**src/rtl/dmem_arbiter_if.sv**
```systemverilog
// +-----------------------------------------------------------------------------+
// | Interface   : dmem_arbiter_if                                               |
// | Description : Request/ack bundle for one requester of the data-memory       |
// |               arbiter.                                                      |
// |   req    master->slave  request, held until ack                             |
// |   wr     master->slave  1 = write, 0 = read                                 |
// |   addr   master->slave  access address (AW bits)                            |
// |   wdata  master->slave  write data (DW bits)                                |
// |   ack    slave->master  one-cycle completion pulse                          |
// |   rdata  slave->master  read data, valid while ack=1                        |
// | Revision    : 1.0 - initial release                                         |
// +-----------------------------------------------------------------------------+
`default_nettype none
`timescale 1ns/1ps

interface dmem_arbiter_if #(
   parameter int AW = 32,
   parameter int DW = 32
);
   logic          req;
   logic          wr;
   logic [AW-1:0] addr;
   logic [DW-1:0] wdata;
   logic          ack;
   logic [DW-1:0] rdata;

   // The requester drives the request fields and receives the completion.
   modport master (
      output req, wr, addr, wdata,
      input  ack, rdata
   );

   // The arbiter samples the request fields and returns the completion.
   modport slave (
      input  req, wr, addr, wdata,
      output ack, rdata
   );
endinterface

`default_nettype wire

```
**src/rtl/dmem_arbiter.sv**
```systemverilog
// +-----------------------------------------------------------------------------+
// | Module      : dmem_arbiter                                                  |
// | Description : Shares a single-port data memory between the CPU (port0) and  |
// |               a DMA/UART buffer engine (port1). Each access is a            |
// |               multi-cycle transaction: IDLE grants, BUSY drives the memory  |
// |               strobes for MEM_LAT cycles from latched request fields, DONE  |
// |               pulses the winner's ack with the captured read data.          |
// | Ports       : clk        system clock, rising edge                          |
// |               reset      asynchronous active-high reset                     |
// |               port0      CPU requester (slave side of dmem_arbiter_if)      |
// |               port1      DMA requester (slave side of dmem_arbiter_if)      |
// |               mem_rd     memory read strobe                                 |
// |               mem_wr     memory write strobe                                |
// |               mem_addr   memory address                                     |
// |               mem_wdata  memory write data                                  |
// |               mem_rdata  memory read data                                   |
// |               busy       high while a transaction is in BUSY or DONE        |
// |               owner      requester currently granted (valid when busy=1)    |
// | Options     : define DMEM_ARB_CPU_PRIO_EN for fixed CPU priority on ties;   |
// |               default build arbitrates ties round-robin.                    |
// | Revision    : 1.0 - initial release                                         |
// +-----------------------------------------------------------------------------+
`default_nettype none
`timescale 1ns/1ps

module dmem_arbiter #(
   parameter int AW      = 32,
   parameter int DW      = 32,
   parameter int MEM_LAT = 2     // memory cycles per access, 1..15
) (
   input  wire            clk,
   input  wire            reset,
   dmem_arbiter_if.slave  port0,
   dmem_arbiter_if.slave  port1,
   output logic           mem_rd,
   output logic           mem_wr,
   output logic [AW-1:0]  mem_addr,
   output logic [DW-1:0]  mem_wdata,
   input  wire  [DW-1:0]  mem_rdata,
   output logic           busy,
   output logic           owner
);

   typedef enum logic [1:0] {
      IDLE = 2'd0,
      BUSY = 2'd1,
      DONE = 2'd2
   } state_t;

   localparam logic [3:0] LAT_M1 = 4'(MEM_LAT - 1);

   state_t        state;
   logic [3:0]    cnt;
   logic          last;
   logic          sel;
   logic          wr_l;
   logic [AW-1:0] addr_l;
   logic [DW-1:0] wdata_l;
   logic [DW-1:0] rdata_l;
   logic          ack0;
   logic          ack1;
   logic [DW-1:0] hold0;     // rdata0 value between completions
   logic [DW-1:0] hold1;     // rdata1 value between completions

   // Arbitration decision, only acted upon in IDLE.
   logic          any_req;
   logic          win;
   logic          win_wr;
   logic [AW-1:0] win_addr;
   logic [DW-1:0] win_wdata;

   always_comb begin
      any_req = port0.req | port1.req;
`ifdef DMEM_ARB_CPU_PRIO_EN
      // CPU wins whenever it is requesting; last is tracked but not consulted.
      win = ~port0.req;
`else
      // On a tie the requester that did not win last time goes next.
      win = (port0.req & port1.req) ? ~last : port1.req;
`endif
      win_wr    = win ? port1.wr    : port0.wr;
      win_addr  = win ? port1.addr  : port0.addr;
      win_wdata = win ? port1.wdata : port0.wdata;
   end

   always_ff @(posedge clk or posedge reset) begin
      if (reset) begin
         state   <= IDLE;
         cnt     <= 4'd0;
         last    <= 1'b1;      // makes requester 0 the first tie winner
         sel     <= 1'b0;
         wr_l    <= 1'b0;
         addr_l  <= '0;
         wdata_l <= '0;
         rdata_l <= '0;
         ack0    <= 1'b0;
         ack1    <= 1'b0;
         hold0   <= '0;
         hold1   <= '0;
         mem_rd  <= 1'b0;
         mem_wr  <= 1'b0;
      end else begin
         ack0 <= 1'b0;
         ack1 <= 1'b0;
         case (state)
            IDLE: begin
               if (any_req) begin
                  sel     <= win;
                  last    <= win;
                  wr_l    <= win_wr;
                  addr_l  <= win_addr;
                  wdata_l <= win_wdata;
                  cnt     <= LAT_M1;
                  mem_rd  <= ~win_wr;
                  mem_wr  <= win_wr;
                  state   <= BUSY;
               end
            end
            BUSY: begin
               if (cnt == 4'd0) begin
                  // Last memory cycle: capture data (ignored for writes),
                  // drop the strobes and raise the owner's ack.
                  rdata_l <= mem_rdata;
                  mem_rd  <= 1'b0;
                  mem_wr  <= 1'b0;
                  ack0    <= ~sel;
                  ack1    <= sel;
                  state   <= DONE;
               end else begin
                  cnt <= cnt - 4'd1;
               end
            end
            DONE: begin
               // Keep the completed read data visible on the owner's rdata.
               if (sel) begin
                  hold1 <= rdata_l;
               end else begin
                  hold0 <= rdata_l;
               end
               state <= IDLE;
            end
            default: begin
               state <= IDLE;
            end
         endcase
      end
   end

   assign mem_addr    = addr_l;
   assign mem_wdata   = wdata_l;
   assign busy        = (state != IDLE);
   assign owner       = sel;

   assign port0.ack   = ack0;
   assign port1.ack   = ack1;
   assign port0.rdata = ack0 ? rdata_l : hold0;
   assign port1.rdata = ack1 ? rdata_l : hold1;

endmodule

`default_nettype wire
```
**src/flat_wrapper.sv**
```systemverilog
// flat-port wrapper written by rule: the top's interface ports become plain ports
module dmem_arbiter_flat 
#(
   parameter int AW      = 32,
   parameter int DW      = 32,
   parameter int MEM_LAT = 2                                       
)
  (clk, reset, mem_rd, mem_wr, mem_addr, mem_wdata, mem_rdata, busy, owner, port0_req, port0_wr, port0_addr, port0_wdata, port0_ack, port0_rdata, port1_req, port1_wr, port1_addr, port1_wdata, port1_ack, port1_rdata);
  dmem_arbiter_if #(.AW(AW), .DW(DW)) port0_i ();
  dmem_arbiter_if #(.AW(AW), .DW(DW)) port1_i ();
  input  wire clk;
  input  wire reset;
  output logic mem_rd;
  output logic mem_wr;
  output logic [AW-1:0] mem_addr;
  output logic [DW-1:0] mem_wdata;
  input  wire  [DW-1:0] mem_rdata;
  output logic busy;
  output logic owner;
  input wire logic [$bits(port0_i.req)-1:0] port0_req;
  input wire logic [$bits(port0_i.wr)-1:0] port0_wr;
  input wire logic [$bits(port0_i.addr)-1:0] port0_addr;
  input wire logic [$bits(port0_i.wdata)-1:0] port0_wdata;
  output wire logic [$bits(port0_i.ack)-1:0] port0_ack;
  output wire logic [$bits(port0_i.rdata)-1:0] port0_rdata;
  input wire logic [$bits(port1_i.req)-1:0] port1_req;
  input wire logic [$bits(port1_i.wr)-1:0] port1_wr;
  input wire logic [$bits(port1_i.addr)-1:0] port1_addr;
  input wire logic [$bits(port1_i.wdata)-1:0] port1_wdata;
  output wire logic [$bits(port1_i.ack)-1:0] port1_ack;
  output wire logic [$bits(port1_i.rdata)-1:0] port1_rdata;
  assign port0_i.req = port0_req;
  assign port0_i.wr = port0_wr;
  assign port0_i.addr = port0_addr;
  assign port0_i.wdata = port0_wdata;
  assign port0_ack = port0_i.ack;
  assign port0_rdata = port0_i.rdata;
  assign port1_i.req = port1_req;
  assign port1_i.wr = port1_wr;
  assign port1_i.addr = port1_addr;
  assign port1_i.wdata = port1_wdata;
  assign port1_ack = port1_i.ack;
  assign port1_rdata = port1_i.rdata;
  dmem_arbiter #(.AW(AW), .DW(DW), .MEM_LAT(MEM_LAT)) u_core (.clk(clk), .reset(reset), .port0(port0_i), .port1(port1_i), .mem_rd(mem_rd), .mem_wr(mem_wr), .mem_addr(mem_addr), .mem_wdata(mem_wdata), .mem_rdata(mem_rdata), .busy(busy), .owner(owner));
endmodule
```
**config.mk**
```make
export PLATFORM = sky130hd
export DESIGN_NAME = dmem_arbiter_flat
export DESIGN_NICKNAME = d
export VERILOG_FILES = /design/src/rtl/dmem_arbiter_if.sv /design/src/rtl/dmem_arbiter.sv /design/src/flat_wrapper.sv
export SDC_FILE = /design/constraint.sdc
export NUM_CORES = 1
export LEC_CHECK = 0
export ABC_AREA = 1
export BUFFER_PORTS_ARGS = -buffer_cell sky130_fd_sc_hd__buf_2
export CORE_UTILIZATION = 49
export CTS_CLUSTER_DIAMETER = 40
export DETAILED_ROUTE_END_ITERATION = 12
export GPL_TIMING_DRIVEN = 0
export HOLD_SLACK_MARGIN = 0.12
export PLACE_DENSITY = 0.86
export SLEW_MARGIN = 20
export SYNTH_ARGS = -nofsm -noshare
export SYNTH_HDL_FRONTEND = slang
export SYNTH_SLANG_ARGS = --single-unit
```
**constraint.sdc**
```tcl
create_clock -name clk -period 7.3 [get_ports clk]
set_input_delay 1.46 -clock clk [delete_from_list [all_inputs] [get_ports clk]]
set_output_delay 1.46 -clock clk [all_outputs]
set_load 0.05 [all_outputs]
```
Word-level counts from Yosys, hierarchy flattened
Cells that the tools add are included.

cells by class
  $add $sub $neg = 1
  $mul = 0
  div/mod/pow operators = 0
  order comparisons = 0
  equality and inequality tests = 5
  shift-type cells = 0
  mux-type cells = 21
  bitwise logic cells = 5
  reduce and logical (&&, ||, !) cells = 11

operator list
  operator                                                               number
  32-bit 2-to-1 mux                                                      4
  2-bit AND reduction                                                    5
  1-bit 2-to-1 mux                                                       9
  4-bit 2-to-1 mux                                                       2
  4-bit case mux with 2 select lines                                     1
  3-bit AND reduction                                                    2
  4-bit zero test                                                        1
  2-bit 2-to-1 mux                                                       2
  2-bit by 1-bit != test with 1-bit output, second input constant        2
  1-bit case mux with 2 select lines                                     2
  2-bit case mux with 2 select lines                                     1
  2-bit nonzero test                                                     2
  4-bit by 1-bit subtractor with 4-bit output, second input constant     1
  1-bit inverter                                                         3
  2-bit by 1-bit equality test with 1-bit output, second input constant  1
  2-bit equality test, second input constant                             1
  2-bit zero test                                                        1
  2-bit != test, second input constant                                   1
  1-bit AND                                                              1
  1-bit OR                                                               1

storage, ports and cells
  bits in registers = 172
  latch bits = 0
  bits in writable memories = 0
  memory bits (read-only) = 0
  input port bits = 166
  output and inout port bits = 134
  logic and storage cells = 56
  memories kept = 0

Longest topological paths before layout
Gate-level depths: netlist of run 1.

  depth after elaboration = 6
  depth in mapped cells = 8

Least setup slack after synthesis of run 1
No wires, ideal clock.

  kind = register -> output
  from = register u_core.ack1 (netlist: u_core.port1.ack)
  to = output port port1_rdata[10]
  data arrival time = 1996 ps
  required time = 5840 ps
  setup slack = 3844 ps
  stages on the path, launching flop included = 5
  buffers on the path = 2
  cells stage by stage = dfrtp_1 -> buf_2 -> buf_1 -> nor2_1 -> a21oi_1

on the way
  word-level cells in the longest chain between the ends = 1

ends and longest elaborated chain
  item                      RTL line             source
  start: declaration        dmem_arbiter.sv:61   logic ack1;
  start signal: assignment  dmem_arbiter.sv:127  ack1 <= sel;
  32-bit 2-to-1 mux         dmem_arbiter.sv:157  assign port1.rdata = ack1 ? rdata_l : hold1;
  end: declaration          flat_wrapper.sv:31   output wire logic [$bits(port1_i.rdata)-1:0] port1_rdata;

No other way between the ends.

Final worst setup path of run 1
  from = register u_core.ack0 (netlist: u_core.port0.ack)
  to = output port port0_rdata[27]

on the way
  word-level cells in the longest chain between the ends = 1

ends and longest elaborated chain
  item                      RTL line             source
  start: declaration        dmem_arbiter.sv:60   logic ack0;
  start signal: assignment  dmem_arbiter.sv:126  ack0 <= ~sel;
  32-bit 2-to-1 mux         dmem_arbiter.sv:156  assign port0.rdata = ack0 ? rdata_l : hold0;
  end: declaration          flat_wrapper.sv:25   output wire logic [$bits(port0_i.rdata)-1:0] port0_rdata;

No other way between the ends.

==> impl_results.md, run 1 <==
- Area inside the core boundary: 15900 sq um
- Number of buffers inserted for hold repair after clock tree synthesis: 0
- Combinational Power Share: 58.4%
- Cell Pwr Density: 599 nW/um^2
- Synthesized netlist net count: 1068
- Seq cells post-synth: 172
- Initial standard-cell utilization of the core: 50.3%
- Clock tree from TritonCTS: done
- Required time reported for the critical path endpoint: 5.84 ns
- Post-synthesis area per instance: 8.91 sq um
- Leakage: 5.30 nW
- Max-Slew Margin vs Limit: 63.4%
- Peak VDD IR: 376 uV
- Critical Path End Type: primary output
- Global-route wire length before repair: 36500 um
- DRC Markers: 0
- Fill count: 1302
- Final global-route overflow total: 0
- Total detailed-routing wirelength: 23600 um
- Most used flip-flop cell after synthesis: sky130_fd_sc_hd__dfrtp_1
- Slew Limit Fails: 0
- Syn Inst Count: 900
- Proportion of synthesized chip area in sequential cells: 53.7%
- Via count: 7571
- Number of synthesis warnings: 0
- Final routed wire length divided by cell count: 16.3 um
- HPWL after detailed placement: 17100 um
- Number of setup violations in the final report: 0
- Largest area contributor in the synthesized netlist: sky130_fd_sc_hd__dfrtp_1
- Status: finished clean
- Synth async-reset ratio: 100%
- Setup clock skew after layout: 0.0108 ns
- Hold Path Class: flop to flop
- CTS root buf: sky130_fd_sc_hd__clkbuf_16
- Sequential power share: 26.4%
- Worst hold slack after final layout: 0.473 ns
- Number of instances resized during post-cts repair: 0
- Switching part of the total: 53.6%
- Number of enable-type register cells in the synthesized netlist: 0
- Final Hold Violating Endpoints: 0
- Leading post-synthesis cells by cell area: sky130_fd_sc_hd__dfrtp_1 53%, sky130_fd_sc_hd__o21ai_2 7.4%, sky130_fd_sc_hd__nand2_1 6.9%
- Area share of the leading cell type in the synthesized netlist: 53.4%
- Final nets: 1387
- Initial antenna violation count: 2
- Fraction of power consumed by the clock network: 15.2%
- Post-route antenna net violation count: 0
- Vias per std cell: 5.22
- Rows: 46
- Largest fanout of any net on the critical path: 10
- Count of distinct cell types in the synthesized netlist: 33
- Met1 global-route usage: 33.8%
- Vertical extent of the die: 130 um
- Time the worst path needs with I/O delays and setup: 3.64 ns
- I/O pin count: 300
- Met2 usage: 49.6%
- Highest attainable clock frequency: 275 MHz
- Post-route fraction of the period consumed by the critical path: 49.8%
- Relative area change from synthesis to final layout: 30.3%
- First DRT Iteration DRCs: 525
- Buffer count from post-CTS setup fixing: 0
- Arrival @ worst endpoint: 2.18 ns
- Most common cell after layout, fill and taps aside: sky130_fd_sc_hd__buf_2
- Horizontal die dimension: 130 um
- Overall power consumption: 6.25 mW
- Clock slew seen by the registers of the worst setup and hold paths: 0.06 ns
- Largest net degree at the start of global routing: 107
- CTS H-Tree Depth: 4
- Share of layout cells above drive strength 1: 38.5%
- Reported net switching power: 3.35 mW
- Crit Path Class: flop to primary output
- Number of sinks driven by the clock tree: 172
- Leading cell types in the layout, fill and taps excluded: 315 x sky130_fd_sc_hd__buf_2, 171 x sky130_fd_sc_hd__dfrtp_1, 147 x sky130_fd_sc_hd__nand2_1
- Most congested layer reported by global routing: met2
- Last weighted congestion value of the routability-driven placer: 0.870
- Pint: 2.90 mW
- Category of the worst setup path launch point: flop
- Post-Synthesis Cell Area: 8020 sq um
- Detailed-routing iteration count for the pre-antenna-repair pass: 5
- Clock buffer depth: 2
- Clock latency on the worst-skew pair: 0.43 ns
- Die area: 16900 sq um
- Slew @ Worst Pin: 0.549 ns
- Vias in the first global route: 7196
- Met3 track demand over resource in global routing: 7.59%
- Total track usage: 28.4%
- Maxcap violations: 0
- Number of buffers created by CTS: 17
- Count of input and output buffers: 299
- Setup repair after global routing missed its margin: no
## per-layer routing
layer | vias up | wire length, um
li1 | 3587 | -
met1 | 3579 | 9110
met2 | 365 | 12000
met3 | 40 | 2000
met4 | 0 | 471
met5 | - | 0
## cell usage after synthesis (3+ instances only)
cell type                    n
sky130_fd_sc_hd__dfrtp_1   171
sky130_fd_sc_hd__o21ai_1    74
sky130_fd_sc_hd__o21ai_0    86
sky130_fd_sc_hd__buf_2      16
sky130_fd_sc_hd__buf_1       5
sky130_fd_sc_hd__nor2_1    140
sky130_fd_sc_hd__nand3_1     3
sky130_fd_sc_hd__a21oi_1    64
sky130_fd_sc_hd__buf_4       4
sky130_fd_sc_hd__nand2_1   147
sky130_fd_sc_hd__buf_6       7
sky130_fd_sc_hd__nand2_2    28
sky130_fd_sc_hd__o21ai_2    68
sky130_fd_sc_hd__inv_1      39
sky130_fd_sc_hd__clkbuf_1   22
sky130_fd_sc_hd__buf_12      5
## power groups by stage
stage | combinational (mW) | clock [mW] | sequential, mW
global route | 3.92 | 0.998 | 1.69
floorplan | 2.15 | 0 | 2.27
detailed placement | 3.65 | 0 | 1.64
finish | 3.65 | 0.953 | 1.65
CTS | 3.66 | 0.959 | 1.64
global placement | 3.58 | 0 | 1.63
## final cells by class
| cell class | instances | area (sq um) | area share (%) |
|---|---|---|---|
| repair buffers | 300 | 1520 | 14.6 |
| diodes | 2 | 5.00 | 0.0479 |
| inverters | 43 | 173 | 1.65 |
| plain buffers | 62 | 418 | 4.00 |
| flip-flops and latches | 172 | 4310 | 41.2 |
| multi-input cells | 623 | 3130 | 30.0 |
| clock buffers | 22 | 484 | 4.64 |
| well taps | 216 | 270 | 2.59 |
| clock inverters | 9 | 135 | 1.29 |
## stage by stage
step,cells,setup TNS (ns),worst slack [ns],area (sq um),utilization (%)
CTS,1447,0,3.66,10400,65.5
floorplan,900,0,1.18,8020,-
finish,1449,0,3.66,10400,65.5
global route,1449,0,3.60,10400,65.5
global placement,1415,-115.17,-0.684,9780,61.4
detailed placement,1416,0,4.15,9820,61.6
## registers in the layout, summed over array words and instances (netlist names)
register and flops:
u_core.hold0 32, u_core.mem_wr 1, u_core.port0.ack 1, u_core.last 1, u_core.mem_wdata 32, u_core.mem_addr 32
u_core.hold1 32, u_core.state 2, u_core.owner 1, u_core.rdata_l 32, u_core.cnt 4, u_core.port1.ack 1
u_core.mem_rd 1
## logic make-up (layout without fill, tap and decap cells)
group	after synthesis	after routing	synth area share, %
buf+inv	105	436	7.27
simple gates	327	327	17.1
fa+ha+maj	2	2	0.312
other cells	0	2	0
flops	172	172	53.7
xor+xnor	1	1	0.109
compound gates	293	293	21.5
## final timing paths
| check | from | endpoint | slack (ns) | depth (start not counted) |
|---|---|---|---|---|
| max in group asynchronous | reset | u_core.rdata_l[18]$_DFFE_PP0P_ | 5.34 | 3 |
| min reg2reg | u_core.last$_DFFE_PP1P_ | u_core.last$_DFFE_PP1P_ | 0.47 | 2 |
| min in group asynchronous | reset | u_core.mem_wdata[10]$_DFFE_PP0P_ | 1.06 | 2 |
| max | u_core.port0.ack$_DFF_PP0_ | port0_rdata[27] | 3.66 | 5 |
| max reg2reg | u_core.owner$_DFFE_PP0P_ | u_core.hold0[7]$_DFFE_PP0P_ | 5.80 | 4 |
| min | u_core.last$_DFFE_PP1P_ | u_core.last$_DFFE_PP1P_ | 0.47 | 2 |
## critical path, cell delays in order, from the launching register on
cell                       delay (ns)
sky130_fd_sc_hd__dfrtp_1         0.39
sky130_fd_sc_hd__clkbuf_1        0.43
sky130_fd_sc_hd__buf_2           0.35
sky130_fd_sc_hd__nor2_1          0.08
sky130_fd_sc_hd__a21oi_1         0.20
sky130_fd_sc_hd__buf_2           0.31
No activity file was read; power rests on OpenSTA's default activity.
==> run 2: changes to the inputs <==
Settings changed: ABC_AREA 1 to 0, CORE_UTILIZATION 49 to 45, PLACE_DENSITY 0.86 to 0.83.
Clock period 7.3 ns to 3.1 ns, I/O delays scaled along.
==> impl_results.md, run 2 <==
- Sequential power share: 29.7% (+3.3 points)
- Last weighted congestion value of the routability-driven placer: 0.847 (-2.6%)
- Global-route wire length before repair: 29600 um (-19%)
- Flop2flop setup slack: 1.01 ns (-4.79 ns)
- Most common cell after layout, fill and taps aside: sky130_fd_sc_hd__buf_2
- Leakage: 5.29 nW (-0.17%)
- Final non-filler cell total: 1101 (-24%)
- CTS H-Tree Depth: 4 (unchanged)
- Via count: 5533 (-27%)
- Share of layout cells above drive strength 1: 74.8% (+36 points)
- Detailed-routing iteration count for the pre-antenna-repair pass: 5 (unchanged)
- Final design utilization: 59.5% (-6.0 points)
- Simple logic cell fraction of the synthesized area: 1.41% (-16 points)
- Setup repair after global routing missed its margin: no
- Number of instances resized during post-cts repair: 0 (unchanged)
- Largest area contributor in the synthesized netlist: sky130_fd_sc_hd__dfrtp_1
- Final Hold Violating Endpoints: 0 (unchanged)
- First DRT Iteration DRCs: 159 (-70%)
- Final global-route overflow total: 0 (unchanged)
- Number of setup violations in the final report: 0 (unchanged)
- DRC Markers: 0 (unchanged)
- Post-route antenna net violation count: 0 (unchanged)
- Number of enable-type register cells in the synthesized netlist: 0 (unchanged)
- Post-synth top cells: 257 x sky130_fd_sc_hd__mux2_2, 171 x sky130_fd_sc_hd__dfrtp_1, 29 x sky130_fd_sc_hd__mux2_4
- Place WS: 0.741 ns (-3.41 ns)
- Number of buffers inserted for hold repair after clock tree synthesis: 0 (unchanged)
- Number of buffers created by CTS: 17 (unchanged)
- Max-Slew Margin vs Limit: 55.3% (-8.1 points)
- Count of input and output buffers: 299 (unchanged)
- Area inside the core boundary: 18000 sq um (+13%)
- Leading cell types in the layout, fill and taps excluded: 308 x sky130_fd_sc_hd__buf_2, 257 x sky130_fd_sc_hd__mux2_2, 171 x sky130_fd_sc_hd__dfrtp_1
- Dpl cells: 1067 (-25%)
- Area share of the leading cell type in the synthesized netlist: 52.0% (-1.4 points)
- Number of synthesis warnings: 0 (unchanged)
- I/O pin count: 300 (unchanged)
- Area of all sequential standard cells: 4310 sq um (unchanged)
- Initial antenna violation count: 1 (-1)
- Combinational Power Share: 55.1% (-3.3 points)
- Final nets: 1025 (-26%)
- Reported net switching power: 6.31 mW (+88%)
- Highest attainable clock frequency: 359 MHz
- Critical Path End Type: primary output
- Slew Limit Fails: 0 (unchanged)
- Rows: 49 (+6.5%)
- Horizontal die dimension: 137 um (+5.7%)
- Maxcap violations: 0 (unchanged)
- Hold Path Class: input port to async pin
- Vertical extent of the die: 137 um (+5.7%)
- Cell area after layout: 10700 sq um (+2.4%)
- Final total negative setup slack: 0 ns (unchanged)
- Post-synthesis area per instance: 15.4 sq um (+73%)
- Clock tree from TritonCTS: done
- Most used flip-flop cell after synthesis: sky130_fd_sc_hd__dfrtp_1
- Required time reported for the critical path endpoint: 2.48 ns (-3.36 ns)
- Placed Instance Area: 10100 sq um (+3.1%)
- Synthesized netlist net count: 702 (-34%)
- Synthesized-area fraction occupied by ao, oa, aoi and oai cells: 1.12% (-20 points)
- Initial standard-cell utilization of the core: 45.8% (-4.5 points)
- Main combinational cell family by area after synthesis: multiplexers
- Proportion of synthesized chip area in sequential cells: 52.3% (-1.4 points)
- Buffer count from post-CTS setup fixing: 0 (unchanged)
- Final routed wire length divided by cell count: 17.3 um (+6.3%)
- Status: finished clean
- Seq cells post-synth: 172 (unchanged)
- HPWL after detailed placement: 14300 um (-16%)
- Count of distinct cell types in the synthesized netlist: 33 (unchanged)
- Synth Area in XOR/XNOR: 0% (-0.11 points)
- Slew @ Worst Pin: 0.668 ns (+0.120 ns)
- Clock buffer depth: 2 (unchanged)
- Critical register-to-register path startpoint: u_core.cnt[0]$_DFFE_PP0P_
- Leading post-synthesis cells by cell area: sky130_fd_sc_hd__dfrtp_1 52%, sky130_fd_sc_hd__mux2_2 35%, sky130_fd_sc_hd__mux2_4 5.3%
- Vias per std cell: 5.03 (-3.8%)
- Worst-case setup margin in the final layout: 0.316 ns (-3.35 ns)
- R2r endpoint: u_core.rdata_l[21]$_DFFE_PP0P_
- Crit Path Class: flop to primary output
- Largest fanout of any net on the critical path: 10 (unchanged)
- Top-count cell post-synth: sky130_fd_sc_hd__mux2_2
- Vias in the first global route: 5643 (-22%)
- Adder and majority cell fraction of the synthesized area: 0.304% (-0.0082 points)
- Cell Pwr Density: 1250 nW/um^2 (+110%)
- Total track usage: 20.9% (-7.5 points)
- Die area: 18800 sq um (+12%)
- Depth of the worst register-to-register path: 7 (+3)
- Switching part of the total: 47.1% (-6.5 points)
- Largest net degree at the start of global routing: 35 (-67%)
- Synth async-reset ratio: 100% (unchanged)
- Post-route fraction of the period consumed by the critical path: 89.8%
- CTS root buf: sky130_fd_sc_hd__clkbuf_16
- Category of the worst setup path launch point: flop
- Setup clock skew after layout: 0.0102 ns (-0.000631 ns)
- Peak VDD IR: 748 uV (+99%)
- Syn Inst Count: 534 (-41%)
- Relative area change from synthesis to final layout: 29.8%
- Area taken by multi-input logic gates: 3640 sq um (+16%)
- Clock slew seen by the registers of the worst setup and hold paths: 0.06 ns (about the same)
- Clock latency on the worst-skew pair: 0.42 ns (about the same)
- Total detailed-routing wirelength: 19100 um (-19%)
- Number of sinks driven by the clock tree: 172 (unchanged)
- Fill count: 1454 (+12%)
- Time the worst path needs with I/O delays and setup: 2.78 ns
- Post-Synthesis Cell Area: 8230 sq um (+2.7%)
- Arrival @ worst endpoint: 2.16 ns (-0.02 ns)
- Fraction of power consumed by the clock network: 15.2% (about the same)
- Mux cell area share after synthesis: 41.4% (+41 points)
- Pint: 7.09 mW (+140%)
run 2: cell types whose count changed in the layout (fill, tap and decap cells not counted), moves of 7 or more:
| cell | before | now |
|---|---|---|
| sky130_fd_sc_hd__mux2_2 | 0 | 257 |
| sky130_fd_sc_hd__o21ai_1 | 74 | 0 |
| sky130_fd_sc_hd__nand2_2 | 28 | 0 |
| sky130_fd_sc_hd__nand2_1 | 147 | 0 |
| sky130_fd_sc_hd__clkbuf_1 | 23 | 6 |
| sky130_fd_sc_hd__o21ai_0 | 86 | 3 |
| sky130_fd_sc_hd__buf_2 | 315 | 308 |
| sky130_fd_sc_hd__o21ai_2 | 68 | 0 |
| sky130_fd_sc_hd__inv_1 | 38 | 5 |
| sky130_fd_sc_hd__mux2_4 | 0 | 29 |
| sky130_fd_sc_hd__nor2_1 | 140 | 2 |
| sky130_fd_sc_hd__a21oi_1 | 64 | 0 |
run 2: cells by family after synthesis:
group           count (synthesis)
compound gates                 12
flops                         172
simple gates                   15
mux                           293
buf+inv                        40
fa+ha+maj                       2
run 2: worst max-delay path by stage:
stage | start | endpoint | cells past startpoint
finish | u_core.port0.ack$_DFF_PP0_ | port0_rdata[29] | 4
global route | u_core.port0.ack$_DFF_PP0_ | port0_rdata[4] | 4
CTS | u_core.port0.ack$_DFF_PP0_ | port0_rdata[26] | 4
detailed placement | u_core.port0.ack$_DFF_PP0_ | port0_rdata[26] | 4
global placement | reset | u_core.hold1[1]$_DFFE_PP0P_ | 2
floorplan | reset | u_core.cnt[0]$_DFFE_PP0P_ | 1
run 2: per-stage QoR:
step / total power [mW] / hold WS, ns
after detailed placement: 11.4 / 0.486
final: 13.4 / 0.295
after global routing: 14.1 / 0.325
after global placement: 11.3 / 0.484
after floorplan: 9.78 / 0.475
after CTS: 13.5 / 0.292
run 2: worst max-delay path: stages, from the launching register on:
cell and delay, ns:
sky130_fd_sc_hd__dfrtp_1 0.34, sky130_fd_sc_hd__clkbuf_1 0.23, sky130_fd_sc_hd__buf_1 0.55, sky130_fd_sc_hd__mux2_2 0.41, sky130_fd_sc_hd__buf_2 0.22
run 2: power by group through the flow:
stage	Combinational [mW]	Sequential [mW]	Clock, mW
5_1_grt	7.74	4.14	2.19
3_5_place_dp	7.43	4.01	0
4_1_cts	7.45	3.98	2.09
3_3_place_gp	7.33	3.95	0
2_1_floorplan	4.32	5.46	0
6_report	7.39	3.98	2.03
run 2: cell type report:
cell class | count | share of cell area [%]
diodes | 2 | 0.0468
plain buffers | 34 | 2.49
clock buffers | 24 | 4.51
clock inverters | 8 | 0.784
inverters | 6 | 0.246
multi-input cells | 322 | 34.0
flip-flops and latches | 172 | 40.3
well taps | 229 | 2.68
repair buffers | 304 | 14.9
run 2: routing by layer:
metal  part of all wire, %  global-route usage (%)
met3                   4.7                    5.30
met4                   3.1                    9.22
met5                     0                       0
met2                    49                    33.5
met1                    43                    26.7
==> run 3: changes to the inputs <==
Settings changed: ABC_CLOCK_PERIOD_IN_PS set to 3590, CORE_UTILIZATION 45 to 49, PLACE_DENSITY 0.83 to 0.85.
Clock period 3.1 ns to 3.59 ns, I/O delays scaled along.
==> impl_results.md, run 3 (same netlist as run 2, synthesis figures left out) <==
- Initial antenna violation count: 0 (-1)
- Status: finished clean
- Largest net degree at the start of global routing: 35 (unchanged)
- Total track usage: 23.7% (+2.8 points)
- Die area: 17300 sq um (-8.0%)
- Critical register-to-register path startpoint: u_core.cnt[1]$_DFFE_PP0P_
- Post-route antenna net violation count: 0 (unchanged)
- Peak VDD IR: 636 uV (-15%)
- Clock slew seen by the registers of the worst setup and hold paths: 0.07 ns (about the same)
- Flop2flop setup slack: 1.49 ns (+0.48 ns)
- I/O pin count: 300 (unchanged)
- Global-route wire length before repair: 32100 um (+8.5%)
- Hold Path Class: input port to async pin
- Time the worst path needs with I/O delays and setup: 2.90 ns
- Number of instances resized during post-cts repair: 0 (unchanged)
- R2r endpoint: u_core.rdata_l[5]$_DFFE_PP0P_
- Final global-route overflow total: 0 (unchanged)
- Required time reported for the critical path endpoint: 2.87 ns (+0.39 ns)
- Cell Pwr Density: 1080 nW/um^2 (-14%)
- Worst hold slack after final layout: 0.394 ns (+0.0987 ns)
- Setup repair after global routing missed its margin: no
- DRC Markers: 0 (unchanged)
- Critical Path End Type: primary output
- Antenna diode instance count: 0 (-2)
- Cell area after layout: 10700 sq um (-0.32%)
- Setup clock skew after layout: 0.0101 ns (-0.0000554 ns)
- Crit Path Class: flop to primary output
- Clock tree from TritonCTS: done
- Vias per std cell: 5.09 (+1.3%)
- Vias in the first global route: 6024 (+6.8%)
- Maxcap violations: 0 (unchanged)
- Leading cell types in the layout, fill and taps excluded: 308 x sky130_fd_sc_hd__buf_2, 257 x sky130_fd_sc_hd__mux2_2, 171 x sky130_fd_sc_hd__dfrtp_1
- Post-route fraction of the period consumed by the critical path: 80.7%
- Number of sinks driven by the clock tree: 172 (unchanged)
- Last weighted congestion value of the routability-driven placer: 0.861 (+1.6%)
- Number of buffers created by CTS: 17 (unchanged)
- Total detailed-routing wirelength: 19500 um (+2.4%)
- Max-Slew Margin vs Limit: 53.4% (-2.0 points)
- Depth of the worst register-to-register path: 7 (unchanged)
- Area inside the core boundary: 16500 sq um (-8.3%)
- Final nets: 1025 (unchanged)
- Clock buffer depth: 2 (unchanged)
- Slew @ Worst Pin: 0.699 ns (+0.0308 ns)
- Detailed-routing iteration count for the pre-antenna-repair pass: 4 (-1)
- Number of buffers inserted for hold repair after clock tree synthesis: 0 (unchanged)
- CTS root buf: sky130_fd_sc_hd__clkbuf_16
- Fill count: 1239 (-15%)
- Share of layout cells above drive strength 1: 75.2% (+0.34 points)
- Highest attainable clock frequency: 345 MHz
- Arrival @ worst endpoint: 2.18 ns (+0.02 ns)
- Most common cell after layout, fill and taps aside: sky130_fd_sc_hd__buf_2
- Horizontal die dimension: 132 um (-4.1%)
- Count of input and output buffers: 299 (unchanged)
- Slew Limit Fails: 0 (unchanged)
- Buffer count from post-CTS setup fixing: 0 (unchanged)
- Via count: 5549 (+0.29%)
- Rows: 47 (-4.1%)
- Vertical extent of the die: 132 um (-4.1%)
- Largest fanout of any net on the critical path: 10 (unchanged)
- Number of setup violations in the final report: 0 (unchanged)
- Clock latency on the worst-skew pair: 0.42 ns (about the same)
- Final routed wire length divided by cell count: 17.9 um (+3.4%)
- CTS H-Tree Depth: 4 (unchanged)
- Final Hold Violating Endpoints: 0 (unchanged)
- Relative area change from synthesis to final layout: 29.4%
- Category of the worst setup path launch point: flop
- First DRT Iteration DRCs: 180 (+13%)
- HPWL after detailed placement: 14600 um (+2.2%)
- Placed Instance Area: 10100 sq um (about the same)
- Leakage: 5.29 nW (about the same)
- Initial standard-cell utilization of the core: 50.0% (+4.2 points)
==> run 3: final cells by class <==
| cell class | count | area, sq um | share of cell area, % |
|---|---|---|---|
| tap | 220 | 275 | 2.58 |
| buffer | 34 | 267 | 2.50 |
| multi-input combinational | 322 | 3640 | 34.1 |
| inverter | 6 | 26.3 | 0.247 |
| clock buffer | 18 | 429 | 4.03 |
| sequential | 172 | 4310 | 40.4 |
| clock inverter | 14 | 111 | 1.04 |
| timing repair buffer | 304 | 1600 | 15.1 |
==> run 3: metrics by stage <==
step | utilization (%) | power (mW) | instances | TNS [ns] | setup slack [ns]
after floorplan | - | 8.44 | 534 | 0 | 0.676
after global placement | 60.8 | 9.74 | 1053 | -65.23 | -0.398
after detailed placement | 61.4 | 9.90 | 1058 | 0 | 1.10
after CTS | 64.7 | 11.6 | 1090 | 0 | 0.641
after global routing | 64.7 | 12.1 | 1090 | 0 | 0.536
final | 64.7 | 11.6 | 1090 | 0 | 0.692
==> run 3: metal layers <==
metal	track usage (%)	routed length [um]
met3	6.29	972
met1	29.5	8250
met5	0	0
met4	7.82	371
met2	40.0	9930
==> run 3: worst max path at each step <==
stage,from,endpoint
after floorplan,reset,u_core.cnt[0]$_DFFE_PP0P_
after global placement,reset,u_core.rdata_l[1]$_DFFE_PP0P_
after detailed placement,u_core.port0.ack$_DFF_PP0_,port0_rdata[17]
after CTS,u_core.port0.ack$_DFF_PP0_,port0_rdata[17]
after global routing,u_core.port0.ack$_DFF_PP0_,port0_rdata[13]
final,u_core.port1.ack$_DFF_PP0_,port1_rdata[2]
==> run 3: power breakdown <==
group	switching [mW]	leakage (nW)	internal, mW
sequential	0.600	2.13	2.86
clock	0.802	0.264	0.902
combinational	4.14	2.90	2.25
total	5.54	5.29	6.01
==> run 3: worst max-delay path: stages (launching register included) <==
cell and delay, ns:
sky130_fd_sc_hd__dfrtp_1 0.34, sky130_fd_sc_hd__clkbuf_1 0.22, sky130_fd_sc_hd__buf_1 0.57, sky130_fd_sc_hd__mux2_2 0.42
sky130_fd_sc_hd__buf_2 0.22
